===== src/rtl/dcache_ctrl.sv =====
// Direct-mapped, write-through, no-write-allocate data cache controller (4-word lines).
// Optional hit/miss counters are included when DCACHE_STATS_EN is defined.
module dcache_ctrl #(
  parameter int INDEX_W = 2,
  parameter int MEM_LAT = 1
) (
  input  logic         clk,
  input  logic         reset_n,
  input  logic         cpu_req_valid,
  input  logic         cpu_req_wr,
  input  logic [9:0]   cpu_addr,
  input  logic [31:0]  cpu_wr_data,
  output logic         cpu_ready,
  output logic         cpu_rd_valid,
  output logic [31:0]  cpu_rd_data,
  output logic         cpu_wr_done,
  output logic         r_mem_req_out,
  output logic         w_mem_req_out,
  output logic [7:0]   mem_addr_out,
  output logic [1:0]   mem_word_id_out,
  output logic [31:0]  mem_wr_data_out,
`ifdef DCACHE_STATS_EN
  output logic [15:0]  hit_cnt,
  output logic [15:0]  miss_cnt,
`endif
  input  logic         mem_comp_in,
  input  logic [127:0] mem_data_in
);
  localparam int LINES = 1 << INDEX_W;
  localparam int TAG_W = 8 - INDEX_W;
  localparam int CNT_W = $clog2(MEM_LAT + 1);

  typedef struct packed {
    logic        wr;
    logic [9:0]  addr;
    logic [31:0] data;
  } req_t;

  typedef enum logic [2:0] {
    IDLE, LOOKUP, FILL_REQ, FILL_WAIT, WR_REQ, WR_WAIT, RESP
  } state_t;

  state_t state_q, state_d;
  req_t   req_q;
  logic [CNT_W-1:0] cnt_q;
  logic [31:0] rd_data_q;

  logic [LINES-1:0]       valid_q;
  logic [TAG_W-1:0]       tag_q  [LINES];
  logic [3:0][31:0]       data_q [LINES];

  logic [INDEX_W-1:0] idx;
  logic [TAG_W-1:0]   tag;
  logic [1:0]         word;
  logic               hit, mem_done, fill_we, st_we;
  logic [31:0]        sel_word;

  assign idx      = req_q.addr[2 +: INDEX_W];
  assign tag      = req_q.addr[9 -: TAG_W];
  assign word     = req_q.addr[1:0];
  assign hit      = valid_q[idx] && (tag_q[idx] == tag);
  assign sel_word = data_q[idx][word];
  // Counter runs out first; a late completion is then taken whenever it arrives.
  assign mem_done = (cnt_q <= CNT_W'(1)) && mem_comp_in;
  assign fill_we  = (state_q == FILL_WAIT) && mem_done;
  assign st_we    = (state_q == LOOKUP) && req_q.wr && hit;

  always_ff @(posedge clk or negedge reset_n) begin
    if (!reset_n) begin
      state_q   <= IDLE;
      req_q     <= '0;
      cnt_q     <= '0;
      rd_data_q <= '0;
      valid_q   <= '0;
    end else begin
      state_q <= state_d;
      if (state_q == IDLE && cpu_req_valid)
        req_q <= '{wr: cpu_req_wr, addr: cpu_addr, data: cpu_wr_data};
      if (state_q == FILL_REQ || state_q == WR_REQ)
        cnt_q <= CNT_W'(MEM_LAT);
      else if ((state_q == FILL_WAIT || state_q == WR_WAIT) && cnt_q != '0)
        cnt_q <= cnt_q - CNT_W'(1);
      if (state_q == RESP && !req_q.wr)
        rd_data_q <= sel_word;
      if (fill_we)
        valid_q[idx] <= 1'b1;
    end
  end

  // Tag and data storage carry no reset; valid_q alone qualifies them.
  always_ff @(posedge clk) begin
    if (fill_we) begin
      data_q[idx] <= mem_data_in;
      tag_q[idx]  <= tag;
    end else if (st_we) begin
      data_q[idx][word] <= req_q.data;
    end
  end

`ifdef DCACHE_STATS_EN
  always_ff @(posedge clk or negedge reset_n) begin
    if (!reset_n) begin
      hit_cnt  <= '0;
      miss_cnt <= '0;
    end else if (state_q == LOOKUP) begin
      if (hit) begin
        if (hit_cnt != 16'hFFFF) hit_cnt <= hit_cnt + 16'd1;
      end else begin
        if (miss_cnt != 16'hFFFF) miss_cnt <= miss_cnt + 16'd1;
      end
    end
  end
`endif

  assign cpu_rd_data = (state_q == RESP && !req_q.wr) ? sel_word : rd_data_q;

  always_comb begin
    state_d         = state_q;
    cpu_ready       = 1'b0;
    cpu_rd_valid    = 1'b0;
    cpu_wr_done     = 1'b0;
    r_mem_req_out   = 1'b0;
    w_mem_req_out   = 1'b0;
    mem_addr_out    = '0;
    mem_word_id_out = '0;
    mem_wr_data_out = '0;
    case (state_q)
      IDLE: begin
        cpu_ready = 1'b1;
        if (cpu_req_valid) state_d = LOOKUP;
      end
      LOOKUP: begin
        if (req_q.wr)  state_d = WR_REQ;
        else if (hit)  state_d = RESP;
        else           state_d = FILL_REQ;
      end
      FILL_REQ: begin
        r_mem_req_out = 1'b1;
        mem_addr_out  = req_q.addr[9:2];
        state_d       = FILL_WAIT;
      end
      FILL_WAIT: begin
        mem_addr_out = req_q.addr[9:2];
        if (mem_done) state_d = RESP;
      end
      WR_REQ: begin
        w_mem_req_out   = 1'b1;
        mem_addr_out    = req_q.addr[9:2];
        mem_word_id_out = word;
        mem_wr_data_out = req_q.data;
        state_d         = WR_WAIT;
      end
      WR_WAIT: begin
        mem_addr_out    = req_q.addr[9:2];
        mem_word_id_out = word;
        mem_wr_data_out = req_q.data;
        if (mem_done) state_d = RESP;
      end
      // Shared completion cycle: stores pulse wr_done, loads pulse rd_valid.
      RESP: begin
        if (req_q.wr) cpu_wr_done  = 1'b1;
        else          cpu_rd_valid = 1'b1;
        state_d = IDLE;
      end
      default: state_d = IDLE;
    endcase
  end
endmodule


===== config.mk =====
export PLATFORM = sky130hd
export DESIGN_NAME = dcache_ctrl
export DESIGN_NICKNAME = d
export VERILOG_FILES = /design/src/rtl/dcache_ctrl.sv
export SDC_FILE = /design/constraint.sdc
export NUM_CORES = 1
export LEC_CHECK = 0
export CELL_PAD_IN_SITES_DETAIL_PLACEMENT = 1
export CELL_PAD_IN_SITES_GLOBAL_PLACEMENT = 1
export CORE_ASPECT_RATIO = 0.6
export CORE_UTILIZATION = 28
export CTS_BUF_LIST = sky130_fd_sc_hd__clkbuf_8
export DETAILED_ROUTE_END_ITERATION = 7
export GPL_TIMING_DRIVEN = 0
export PLACE_DENSITY_LB_ADDON = 0.05
export SYNTH_ARGS = -nofsm -noshare
export SYNTH_HDL_FRONTEND = slang
export SYNTH_SLANG_ARGS = --single-unit
export TNS_END_PERCENT = 10

===== constraint.sdc =====
create_clock -name clk -period 5.9 [get_ports clk]
set_input_delay 0.885 -clock clk [delete_from_list [all_inputs] [get_ports clk]]
set_output_delay 0.885 -clock clk [all_outputs]
set_load 0.03 [all_outputs]

==> results.py <==
metrics = {
    "logic_synthesis": {
        "synth_cell_type_count": 41,
        "synth_area_um2": 25720,
        "synth_top_cell_area_share_pct": 62.58,
        "synth_seq_area_share_pct": 70.56,
        "yosys.area.top_type": "edfxtp_1",
        "synth_common_cells": "edfxtp_1, mux4_2, mux2_2",
        "ys_warn_count": 0,
        "yosysMostFrequentCell": "edfxtp_1",
        "synthTopCellsByArea": "edfxtp_1, mux4_2, dfrtp_1",
        "ys_async_sr_fraction_pct": 13.27,
        "synthCells": 1195,
        "synth_ff_type": "edfxtp_1",
        "synth_edf_count": 536,
        "ys_seq_elements": 618,
        "synth_area_per_cell_um2": 21.52,
        "synthesis.nets": 1370,
    },
    "grt": {
        "met3_usage_pct": 3.647,
        "grt_overflow": 0,
        "grt_pass1_vias": 14494,
        "grt_use_total_pct": 17.91,
        "grt_pass1_wl_mm": 114.1,
        "met1_usage_pct": 27.25,
        "grt_busiest_layer": "met1",
        "grt_max_degree": 55,
        "antenna_found_initial": 4,
        "gr-usage-met2_pct": 25.86,
    },
    "layout": {
        "finalNetCount": 1747,
        "syn_to_final_growth_pct": 25.93,
        "final_util_pct": 35.87,
        "layout-drive-gt1-share_pct": 35.09,
        "fillers": 8830,
        "finalInstanceArea_um2": 32390,
    },
    "critical_path": {
        "cp_max_fo": 19,
        "critical_path_class": "reg -> out",
        "cp-start-kind": "flip-flop",
        "rr_startpoint": "idx[1]$_DFFE_PN0P_",
        "endpoint_kind": "primary output",
        "required_ns": 5.02,
        "worstPathArrival_ns": 4.64,
        "startpoint": "idx[1]$_DFFE_PN0P_",
    },
    "route": {
        "wl_per_cell_um": 28.62,
        "viasPerCell": 4.661,
        "wirelength_mm": 82.22,
        "antenna_left": 0,
        "firstDrtPassIters": 4,
        "drc": 0,
        "num_vias": 13391,
        "drt_iter0_drc": 835,
    },
    "clocking": {
        "clk_pin_slew_ns": 0.06,
        "cts_tree": "yes",
        "cts_buffers": 98,
        "cts-root-buf": "clkbuf_8",
        "insertion_delay_ns": 0.76,
        "tritoncts_num_sinks": 618,
        "htreeDepth": 3,
        "cts_buffer_depth": 3,
    },
    "power_and_ir_drop": {
        "power_w": 0.01450,
        "leakagePower_nw": 10.92,
        "powerDensity_nw_per_um2": 447.7,
        "ir_worst_vdd_mv": 0.2692,
    },
    "sta": {
        "post-route-period-util_pct": 93.61,
        "report.final.slew_viol_count": 0,
        "setup_viol": 0,
        "tightestPinTransition_ns": 1.349,
        "worst_hold_slack_ns": 0.4627,
        "grt_setup_unrepaired": "no",
        "slew_headroom_pct": 9.761,
        "period_needed_ns": 5.523,
        "fmax_mhz": 181.1,
        "hold_viol_final": 0,
        "worst_clock_skew_ns": 0.03160,
    },
    "job": {
        "cap_violations": 0,
    },
    "placement": {
        "gp_congestion": 0.6888,
        "dpl_cell_area_um2": 30460,
        "port_buffers": 253,
        "hpwl_mm": 57.34,
    },
    "floorplan": {
        "die_area_um2": 93120,
        "rows": 85,
        "boundaryPins": 254,
        "die_w_um": 393.3,
        "design.core.area_um2": 90290,
        "initial_core_util_pct": 28.49,
        "die_h_um": 236.8,
    },
    "hold_path": {
        "hold_start": "valid_q[2]$_DFFE_PN0P_",
        "hold_path_class": "reg -> reg",
    },
    "status": {
        "status": "finished, final reports clean",
    },
}
-- power by group --
group	internal (W)	leakage [nW]	total (W)	switching, W
Clock	0.00175	1.08	0.00357	0.00182
Combinational	0.00238	4.03	0.00519	0.00282
Sequential	0.00533	5.81	0.00574	0.000413
-- sequential cells by signal (all words and copies together) (netlist names) --
| signal | count |
|---|---|
| state_q | 3 |
| rd_data_q | 32 |
| tag_q | 24 |
| req_q | 41 |
| idx | 2 |
| data_q | 512 |
| valid_q | 4 |
-- per-layer routing --
layer | wire length (µm) | vias up
met2 | 35790 | 318
li1 | - | 5689
met1 | 41220 | 7276
met3 | 3655 | 106
met4 | 1533 | 2
met5 | 13 | -
-- worst paths after layout --
| check | endpoint | slack, ns | depth (start not counted) |
|---|---|---|---|
| min in group asynchronous | rd_data_q[16]$_DFF_PN0_ | 0.61 | 2 |
| worst min-delay path | valid_q[2]$_DFFE_PN0P_ | 0.46 | 1 |
| worst min register to register | valid_q[2]$_DFFE_PN0P_ | 0.46 | 1 |
| worst max-delay path | cpu_rd_data[29] | 0.38 | 8 |
| worst max register to register | data_q[3][52]$_DFFE_PP_ | 1.26 | 10 |
| max in group asynchronous | req_q[36]$_DFFE_PN0P_ | 4.56 | 3 |
-- cell type report --
cell class / instances / area [µm²] / share of cell area, %
flip-flops and latches: 618 / 18150 / 56.03
multi-input cells: 500 / 7277 / 22.47
repair buffers: 278 / 3072 / 9.484
well taps: 1218 / 1524 / 4.705
clock buffers: 106 / 1459 / 4.504
plain buffers: 71 / 499.2 / 1.541
clock inverters: 75 / 387.9 / 1.198
inverters: 5 / 18.77 / 0.05794
diodes: 2 / 5.005 / 0.01545
-- cell families after synthesis --
family | share of synthesized area, %
muxes | 24.60
AOI/OAI and AO/OA | 0.9193
and+or+nand+nor | 1.956
buffers and inverters | 1.761
DFF | 70.56
xor gates and xnor gates | 0.2043
-- critical path, stage by stage, from the launching register on --
cell             delay [ns]
dfrtp_1                0.34
buf_6                  0.12
buf_6                  0.18
buf_2                  0.54
clkbuf_1               0.79
mux4_2                 0.44
mux4_2                 0.53
mux2_2                 0.31
clkdlybuf4s50_1        0.60
-- what timing repair did --
action / in CTS / in global routing
hold endpoints to repair: 25 / 0
hold buffers: 1 / 0
setup endpoints to repair: 32 / 9
setup buffers: 0 / 0
gates resized for setup: 22 / 2
-- cells in the final DEF, fill, tap and decap left out, types with 5 or more instances in the layout --
master and count:
clkbuf_8 106, clkinvlp_4 5, nand2_1 7, edfxtp_1 536, mux2i_1 9, mux2_1 5, xnor2_1 5, o21ai_0 7
buf_2 5, or2_2 5, mux4_2 161, buf_16 8, clkdlybuf4s50_1 252, clkinv_2 16, inv_1 40, mux2_4 78
and2_1 43, buf_12 21, clkinv_1 14, nor2_1 9, dfrtp_1 82, nor3_1 5, clkbuf_1 26, buf_1 11
a21oi_4 12, mux2_2 121, clkdlybuf4s15_2 8, buf_6 9, clkbuf_2 7
-- metrics by stage --
step / cells / worst slack, ns / setup TNS (ns)
after floorplan: 1195 / 1.794 / 0
after global placement: 2666 / -1.522 / -542.88
after detailed placement: 2690 / 0.4772 / 0
after CTS: 2871 / 0.03521 / 0
after global routing: 2872 / 0.1568 / 0
final: 2873 / 0.3767 / 0
Power figures use the tool's default switching activity.
